**config.mk**
```make
export PLATFORM = sky130hd
export DESIGN_NAME = ias_mem_ctrl_flat
export DESIGN_NICKNAME = d
export VERILOG_FILES = /design/src/rtl/ias_mem_pkg.sv /design/src/rtl/ias_mem_ctrl_if.sv /design/src/rtl/ias_mem_ctrl_arb.sv /design/src/rtl/ias_mem_ctrl.sv /design/src/flat_wrapper.sv
export SDC_FILE = /design/constraint.sdc
export NUM_CORES = 1
export LEC_CHECK = 0
export CAP_MARGIN = 20
export CELL_PAD_IN_SITES_DETAIL_PLACEMENT = 1
export CELL_PAD_IN_SITES_GLOBAL_PLACEMENT = 1
export CORE_ASPECT_RATIO = 0.9
export CORE_MARGIN = 2
export CORE_UTILIZATION = 24
export CTS_BUF_LIST = sky130_fd_sc_hd__clkbuf_8 sky130_fd_sc_hd__clkbuf_16
export CTS_CLUSTER_DIAMETER = 100
export CTS_CLUSTER_SIZE = 12
export DETAILED_ROUTE_END_ITERATION = 16
export PLACE_DENSITY_LB_ADDON = 0.1
export SLEW_MARGIN = 20
export SYNTH_ARGS = -nofsm -noshare
export SYNTH_HDL_FRONTEND = slang
export SYNTH_SLANG_ARGS = --single-unit
export TNS_END_PERCENT = 100
```
**constraint.sdc**
```tcl
create_clock -name clk -period 2.27 [get_ports clk]
set_input_delay 0.454 -clock clk [delete_from_list [all_inputs] [get_ports clk]]
set_output_delay 0.454 -clock clk [all_outputs]
set_load 0.01 [all_outputs]
```
**src/rtl/ias_mem_pkg.sv**
```systemverilog
// ias_mem_pkg: shared types and constants for the IAS memory controller.
// Build option IAS_MEM_CTRL_VERIFY_EN adds the write read-back state.
package ias_mem_pkg;

  localparam int ADDR_W_DEF = 4;
  localparam int DATA_W_DEF = 8;

`ifdef IAS_MEM_CTRL_VERIFY_EN
  localparam int WR_LAT = 5;
`else
  localparam int WR_LAT = 4;
`endif
  localparam int RD_LAT = 2;

  typedef enum logic [2:0] {
    S_IDLE   = 3'd0,
    S_SETUP  = 3'd1,
    S_STROBE = 3'd2,
    S_HOLD   = 3'd3,
    S_READ   = 3'd4,
    S_DONE   = 3'd5
`ifdef IAS_MEM_CTRL_VERIFY_EN
    , S_VERIFY = 3'd6
`endif
  } state_e;

endpackage

```
**src/rtl/ias_mem_ctrl_if.sv**
```systemverilog
// ias_mem_ctrl_if: two-port requester bus of the IAS memory controller.
// master = control unit side, slave = controller side.
interface ias_mem_ctrl_if
  import ias_mem_pkg::*;
#(
  parameter int ADDR_W = ADDR_W_DEF,
  parameter int DATA_W = DATA_W_DEF
);
  logic              req0;
  logic              req1;
  logic              we0;
  logic              we1;
  logic [ADDR_W-1:0] addr0;
  logic [ADDR_W-1:0] addr1;
  logic [DATA_W-1:0] wdata0;
  logic [DATA_W-1:0] wdata1;
  logic              ack0;
  logic              ack1;
  logic [DATA_W-1:0] rdata;
  logic              busy;

  modport master (
    output req0, req1, we0, we1,
    output addr0, addr1, wdata0, wdata1,
    input  ack0, ack1, rdata, busy
  );

  modport slave (
    input  req0, req1, we0, we1,
    input  addr0, addr1, wdata0, wdata1,
    output ack0, ack1, rdata, busy
  );
endinterface

```
**src/rtl/ias_mem_ctrl_arb.sv**
```systemverilog
// ias_rr_arb2: two-requester round-robin arbiter.
// last points at the most recent winner; reset favours port 0.
module ias_rr_arb2 (
  input  logic       clk,
  input  logic       rst,
  input  logic [1:0] req_i,
  input  logic       en_i,
  output logic [1:0] gnt_o
);
  logic last_q;
  logic last_d;

  // One-hot grant; on contention the port not served last wins.
  always_comb begin
    gnt_o  = 2'b00;
    last_d = last_q;
    unique case (1'b1)
      (req_i[0] && (!req_i[1] || last_q)): gnt_o = 2'b01;
      (req_i[1] && (!req_i[0] || !last_q)): gnt_o = 2'b10;
      default: gnt_o = 2'b00;
    endcase
    if (en_i && (gnt_o != 2'b00))
      last_d = gnt_o[1];
  end

  // Pointer register.
  always_ff @(posedge clk) begin
    if (rst) last_q <= 1'b1;
    else     last_q <= last_d;
  end
endmodule

```
**src/rtl/ias_mem_ctrl.sv**
```systemverilog
// ias_mem_ctrl: arbiter + setup/strobe/hold sequencer for latch memory.
// Build option IAS_MEM_CTRL_VERIFY_EN adds VERIFY and the sticky err_o.
module ias_mem_ctrl
  import ias_mem_pkg::*;
#(
  parameter int ADDR_W = ADDR_W_DEF,
  parameter int DATA_W = DATA_W_DEF
) (
  input  logic                            clk,
  input  logic                            rst,
  ias_mem_ctrl_if.slave                   bus,
  output logic [DATA_W-1:0]               mem_wdata_o,
  output logic [(1<<ADDR_W)-1:0]          mem_set_o,
  input  logic [(1<<ADDR_W)*DATA_W-1:0]   mem_rdata_i
`ifdef IAS_MEM_CTRL_VERIFY_EN
  , output logic                          err_o
`endif
);
  localparam int DEPTH = 1 << ADDR_W;

  state_e            state_q;
  logic              port_q;
  logic [ADDR_W-1:0] addr_q;
  logic              ack0_q;
  logic              ack1_q;
  logic              busy_q;
  logic [DEPTH-1:0]  mem_set_q;
  logic [DATA_W-1:0] mem_wdata_q;
  logic [DATA_W-1:0] rdata_q;
`ifdef IAS_MEM_CTRL_VERIFY_EN
  logic              err_q;
`endif

  logic [1:0]        gnt;
  logic              sel_we;
  logic [ADDR_W-1:0] sel_addr;
  logic [DATA_W-1:0] sel_wdata;
  logic [DATA_W-1:0] row_rd;
  logic [DEPTH-1:0]  set_dec;

  ias_rr_arb2 u_arb (
    .clk   (clk),
    .rst   (rst),
    .req_i ({bus.req1, bus.req0}),
    .en_i  (state_q == S_IDLE),
    .gnt_o (gnt)
  );

  assign sel_we    = gnt[1] ? bus.we1    : bus.we0;
  assign sel_addr  = gnt[1] ? bus.addr1  : bus.addr0;
  assign sel_wdata = gnt[1] ? bus.wdata1 : bus.wdata0;
  assign row_rd    = mem_rdata_i[addr_q*DATA_W +: DATA_W];
  assign set_dec   = DEPTH'(1) << addr_q;

  // Access sequencer; every output is a register written here.
  always_ff @(posedge clk) begin
    if (rst) begin
      state_q     <= S_IDLE;
      port_q      <= 1'b0;
      addr_q      <= '0;
      ack0_q      <= 1'b0;
      ack1_q      <= 1'b0;
      busy_q      <= 1'b0;
      mem_set_q   <= '0;
      mem_wdata_q <= '0;
      rdata_q     <= '0;
`ifdef IAS_MEM_CTRL_VERIFY_EN
      err_q       <= 1'b0;
`endif
    end else begin
      ack0_q    <= 1'b0;
      ack1_q    <= 1'b0;
      mem_set_q <= '0;
      unique case (state_q)
        S_IDLE: begin
          if (gnt != 2'b00) begin
            port_q <= gnt[1];
            addr_q <= sel_addr;
            busy_q <= 1'b1;
            if (sel_we) begin
              mem_wdata_q <= sel_wdata;
              state_q     <= S_SETUP;
            end else begin
              state_q <= S_READ;
            end
          end
        end
        S_SETUP: begin
          mem_set_q <= set_dec;
          state_q   <= S_STROBE;
        end
        S_STROBE: state_q <= S_HOLD;
`ifdef IAS_MEM_CTRL_VERIFY_EN
        // Row is stable by HOLD, so err is already visible in VERIFY.
        S_HOLD: begin
          if (row_rd != mem_wdata_q) err_q <= 1'b1;
          state_q <= S_VERIFY;
        end
        S_VERIFY: begin
          ack0_q  <= !port_q;
          ack1_q  <= port_q;
          state_q <= S_DONE;
        end
`else
        S_HOLD: begin
          ack0_q  <= !port_q;
          ack1_q  <= port_q;
          state_q <= S_DONE;
        end
`endif
        S_READ: begin
          rdata_q <= row_rd;
          ack0_q  <= !port_q;
          ack1_q  <= port_q;
          state_q <= S_DONE;
        end
        S_DONE: begin
          busy_q  <= 1'b0;
          state_q <= S_IDLE;
        end
        default: state_q <= S_IDLE;
      endcase
    end
  end

  assign bus.ack0    = ack0_q;
  assign bus.ack1    = ack1_q;
  assign bus.rdata   = rdata_q;
  assign bus.busy    = busy_q;
  assign mem_set_o   = mem_set_q;
  assign mem_wdata_o = mem_wdata_q;
`ifdef IAS_MEM_CTRL_VERIFY_EN
  assign err_o       = err_q;
`endif
endmodule
```
**src/flat_wrapper.sv**
```systemverilog
// flat-port wrapper written by rule: the top's interface ports become plain ports
module ias_mem_ctrl_flat import ias_mem_pkg::*;
#(
  parameter int ADDR_W = ADDR_W_DEF,
  parameter int DATA_W = DATA_W_DEF
)
  (clk, rst, mem_wdata_o, mem_set_o, mem_rdata_i, bus_req0, bus_req1, bus_we0, bus_we1, bus_addr0, bus_addr1, bus_wdata0, bus_wdata1, bus_ack0, bus_ack1, bus_rdata, bus_busy);
  ias_mem_ctrl_if #(.ADDR_W(ADDR_W), .DATA_W(DATA_W)) bus_i ();
  input  logic clk;
  input  logic rst;
  output logic [DATA_W-1:0] mem_wdata_o;
  output logic [(1<<ADDR_W)-1:0] mem_set_o;
  input  logic [(1<<ADDR_W)*DATA_W-1:0] mem_rdata_i;
  input wire logic [$bits(bus_i.req0)-1:0] bus_req0;
  input wire logic [$bits(bus_i.req1)-1:0] bus_req1;
  input wire logic [$bits(bus_i.we0)-1:0] bus_we0;
  input wire logic [$bits(bus_i.we1)-1:0] bus_we1;
  input wire logic [$bits(bus_i.addr0)-1:0] bus_addr0;
  input wire logic [$bits(bus_i.addr1)-1:0] bus_addr1;
  input wire logic [$bits(bus_i.wdata0)-1:0] bus_wdata0;
  input wire logic [$bits(bus_i.wdata1)-1:0] bus_wdata1;
  output wire logic [$bits(bus_i.ack0)-1:0] bus_ack0;
  output wire logic [$bits(bus_i.ack1)-1:0] bus_ack1;
  output wire logic [$bits(bus_i.rdata)-1:0] bus_rdata;
  output wire logic [$bits(bus_i.busy)-1:0] bus_busy;
  assign bus_i.req0 = bus_req0;
  assign bus_i.req1 = bus_req1;
  assign bus_i.we0 = bus_we0;
  assign bus_i.we1 = bus_we1;
  assign bus_i.addr0 = bus_addr0;
  assign bus_i.addr1 = bus_addr1;
  assign bus_i.wdata0 = bus_wdata0;
  assign bus_i.wdata1 = bus_wdata1;
  assign bus_ack0 = bus_i.ack0;
  assign bus_ack1 = bus_i.ack1;
  assign bus_rdata = bus_i.rdata;
  assign bus_busy = bus_i.busy;
  ias_mem_ctrl #(.ADDR_W(ADDR_W), .DATA_W(DATA_W)) u_core (.clk(clk), .rst(rst), .bus(bus_i), .mem_wdata_o(mem_wdata_o), .mem_set_o(mem_set_o), .mem_rdata_i(mem_rdata_i));
endmodule
```
==> flow_summary.yaml <==
clocking:
  clk_pin_slew_ns: 0.06
  cts_repair_resize_count: 0
  clk_latency_ns: 0.29
  post_cts_buffers: 0
  cts_max_level: 2
  cts.sinks: 44
  cts_max_path_buffers: 2
  cts_tree: "done"
  hold_buffers: 0
  cts_made_buffers: 5
  clock-root-buffer: "clkbuf_16"
route:
  vias: 2631
  drcViolationCount: 6
  wirelength_um: 10170
  drt-wirelength-per-cell_um: 18.83
  antenna_left: 0
  vias_per_cell: 4.872
  first_pass_iters: 10
  drtIter0Drc: 52
sta:
  slew-limit-headroom_pct: 56.54
  setup_ws_ns: 0.4183
  worstMarginPinSlew_ns: 0.6495
  tns_ns: 0
  skew_ns: 0.004031
  period_share_pct: 81.57
  min_period_ns: 1.852
  fmax_ghz: 0.5401
  slew_viol_final: 0
  timing.final.hold_violations: 0
  setup_viol: 0
  fin_hold_ws_ns: 0.4559
  grt_setup_unrepaired: "false"
grt:
  grt_pass1_wl_um: 15500
  overflow: 0
  grt.total_usage_pct: 17.50
  grt_max_degree: 39
  first_global_vias: 2878
  grt_antenna_before_repair: 0
critical_path:
  critPathLaunchType: "primary input"
  path_cells: "clkdlybuf4s50_1 -> a21boi_2 -> mux2_4 -> or4_1 -> a21oi_1"
  worst_path_largest_cell_delay_ns: 0.48
  path_buf_inv: 1
  required_ns: 2.49
  crit_path_end_kind: "register"
  cp_top_family: "buffers and inverters"
  worst-path-max-fanout: 11
  cp.arrival_ns: 2.07
  path_class: "primary input to register"
  slowest_stage: "clkdlybuf4s50_1"
final_layout:
  final_util_pct: 46.48
  final_cell_mix: "192 x clkdlybuf4s50_1, 42 x dfxtp_1, 32 x mux4_2, 21 x nor2_1, 20 x mux2i_1"
  layout_commonest_cell: "clkdlybuf4s50_1"
  nNetsFinal: 568
  antennaDiodeCount: 0
  syn2layout_area_growth_pct: 87.63
  drive_above_1_share_pct: 13.87
synth:
  yosysTopAreaCellShare_pct: 34.41
  yosys-top-cells-area: "dfxtp_1 34%, mux4_2 28%, mux2i_1 7.8%, a211oi_1 3.8%, nor2_1 3.1%"
  ys.flop_type: "dfxtp_1"
  synth_cell_types: 32
  ys_ff_latch: 44
  postSynthCellCount: 223
  seq_area_frac_synth_pct: 34.41
  synth_edf_count: 0
  synth-async-reset-ratio_pct: 0
  syn_area_um2: 2560
  synth_top_area_cell: "dfxtp_1"
  synth.net_count: 381
  synth_warnings: 0
  syn_avg_cell_area_um2: 11.48
placed_design:
  place_ws_ns: 0.1339
  port_buffers: 192
  dp_hpwl_um: 8550
  gp_congestion: 0.7380
pwr:
  finalPower_uw: 3125
  leakage_uw: 0.001691
  powerDensity_nw_per_um2: 650.6
  ir_drop_v: 0.0003060
floorplan:
  die_area_um2: 11510
  fp.coreArea_um2: 10330
  pin_count: 193
  die_w_um: 112.9
  die_height_um: 102.0
  core.rowCount: 35
  start_util_pct: 24.77
worst_hold_path:
  hp-class: "register to register"
status:
  violations: "DRC"
  outcome: "finished with violations"
run:
  timing.max_cap.violations: 0
## routing by layer
layer | up-vias | routed length (µm) | GRT usage (%)
li1 | 1253 | - | -
met1 | 1280 | 3969 | 21.11
met2 | 92 | 5434 | 31.74
met3 | 6 | 687 | 4.864
met4 | 0 | 78 | 3.377
met5 | - | 0 | 0
## flip-flops by register name (all words and copies together) (netlist names)
signal and flops:
u_core.mem_wdata_o 8, u_core.addr_q 4, u_core.bus.rdata 8, u_core.port_q 1, u_core.bus.ack0 1, u_core.u_arb.last_q 1
u_core.state_q 3, u_core.bus.busy 1, u_core.bus.ack1 1, u_core.mem_set_o 16
## path summary, 6_finish.rpt
check                                       from                   to  slack, ns  depth (start not counted)
worst max-delay path                    bus_req0    u_core.state_q[2]       0.42                          5
worst min-delay path               u_core.port_q      u_core.bus.ack0       0.46                          1
worst max register to register  u_core.addr_q[0]  u_core.bus.rdata[2]       0.43                          5
worst min register to register     u_core.port_q      u_core.bus.ack0       0.46                          1
## area by class of cell
cell class              count  area (µm²)
clock buffers               5       125.1
clock inverters             3       46.29
multi-input cells         158        1573
flip-flops and latches     44       883.3
fillers                  1120        5532
repair buffers            201        2014
well taps                 129       161.4
## cells by family after synthesis
kind of cell,count (synthesis),share of synthesized area (%)
mux,55,37.44
simple gates,56,11.58
xor+xnor,1,0.3422
buf+inv,21,4.350
flops,44,34.41
compound gates,46,11.88
## stage by stage
stage | cell area, µm² | instances
2_1_floorplan | 2560 | 223
3_3_place_gp | 4632 | 532
5_1_grt | 4803 | 540
4_1_cts | 4803 | 540
6_report | 4803 | 540
3_5_place_dp | 4632 | 532
## synthesized netlist by cell type (2+ instances only)
cell	number
dfxtp_1	44
mux4_2	32
nor2_1	21
mux2i_1	20
a211oi_1	13
a21oi_1	12
buf_2	11
o21ai_0	9
and3_1	8
a221oi_1	7
clkbuf_1	6
nor3_1	6
nand2_1	4
buf_4	3
nand3b_1	3
nor2b_1	3
nor3b_1	3
and3b_1	2
mux2_2	2
nand2b_1	2
## where the power goes
group | total (µW) | switching [µW] | internal, µW
logic | 1320 | 523 | 800
registers | 965 | 94.0 | 871
clock network | 837 | 314 | 523
total | 3130 | 931 | 2190
## worst register-to-register path: stages (launching register included)
cell      delay (ns)
dfxtp_2         0.34
buf_12          0.25
mux4_2          0.60
and3_1          0.20
a221oi_1        0.21
o21ai_0         0.12
No activity file was read; power rests on OpenSTA's default activity.
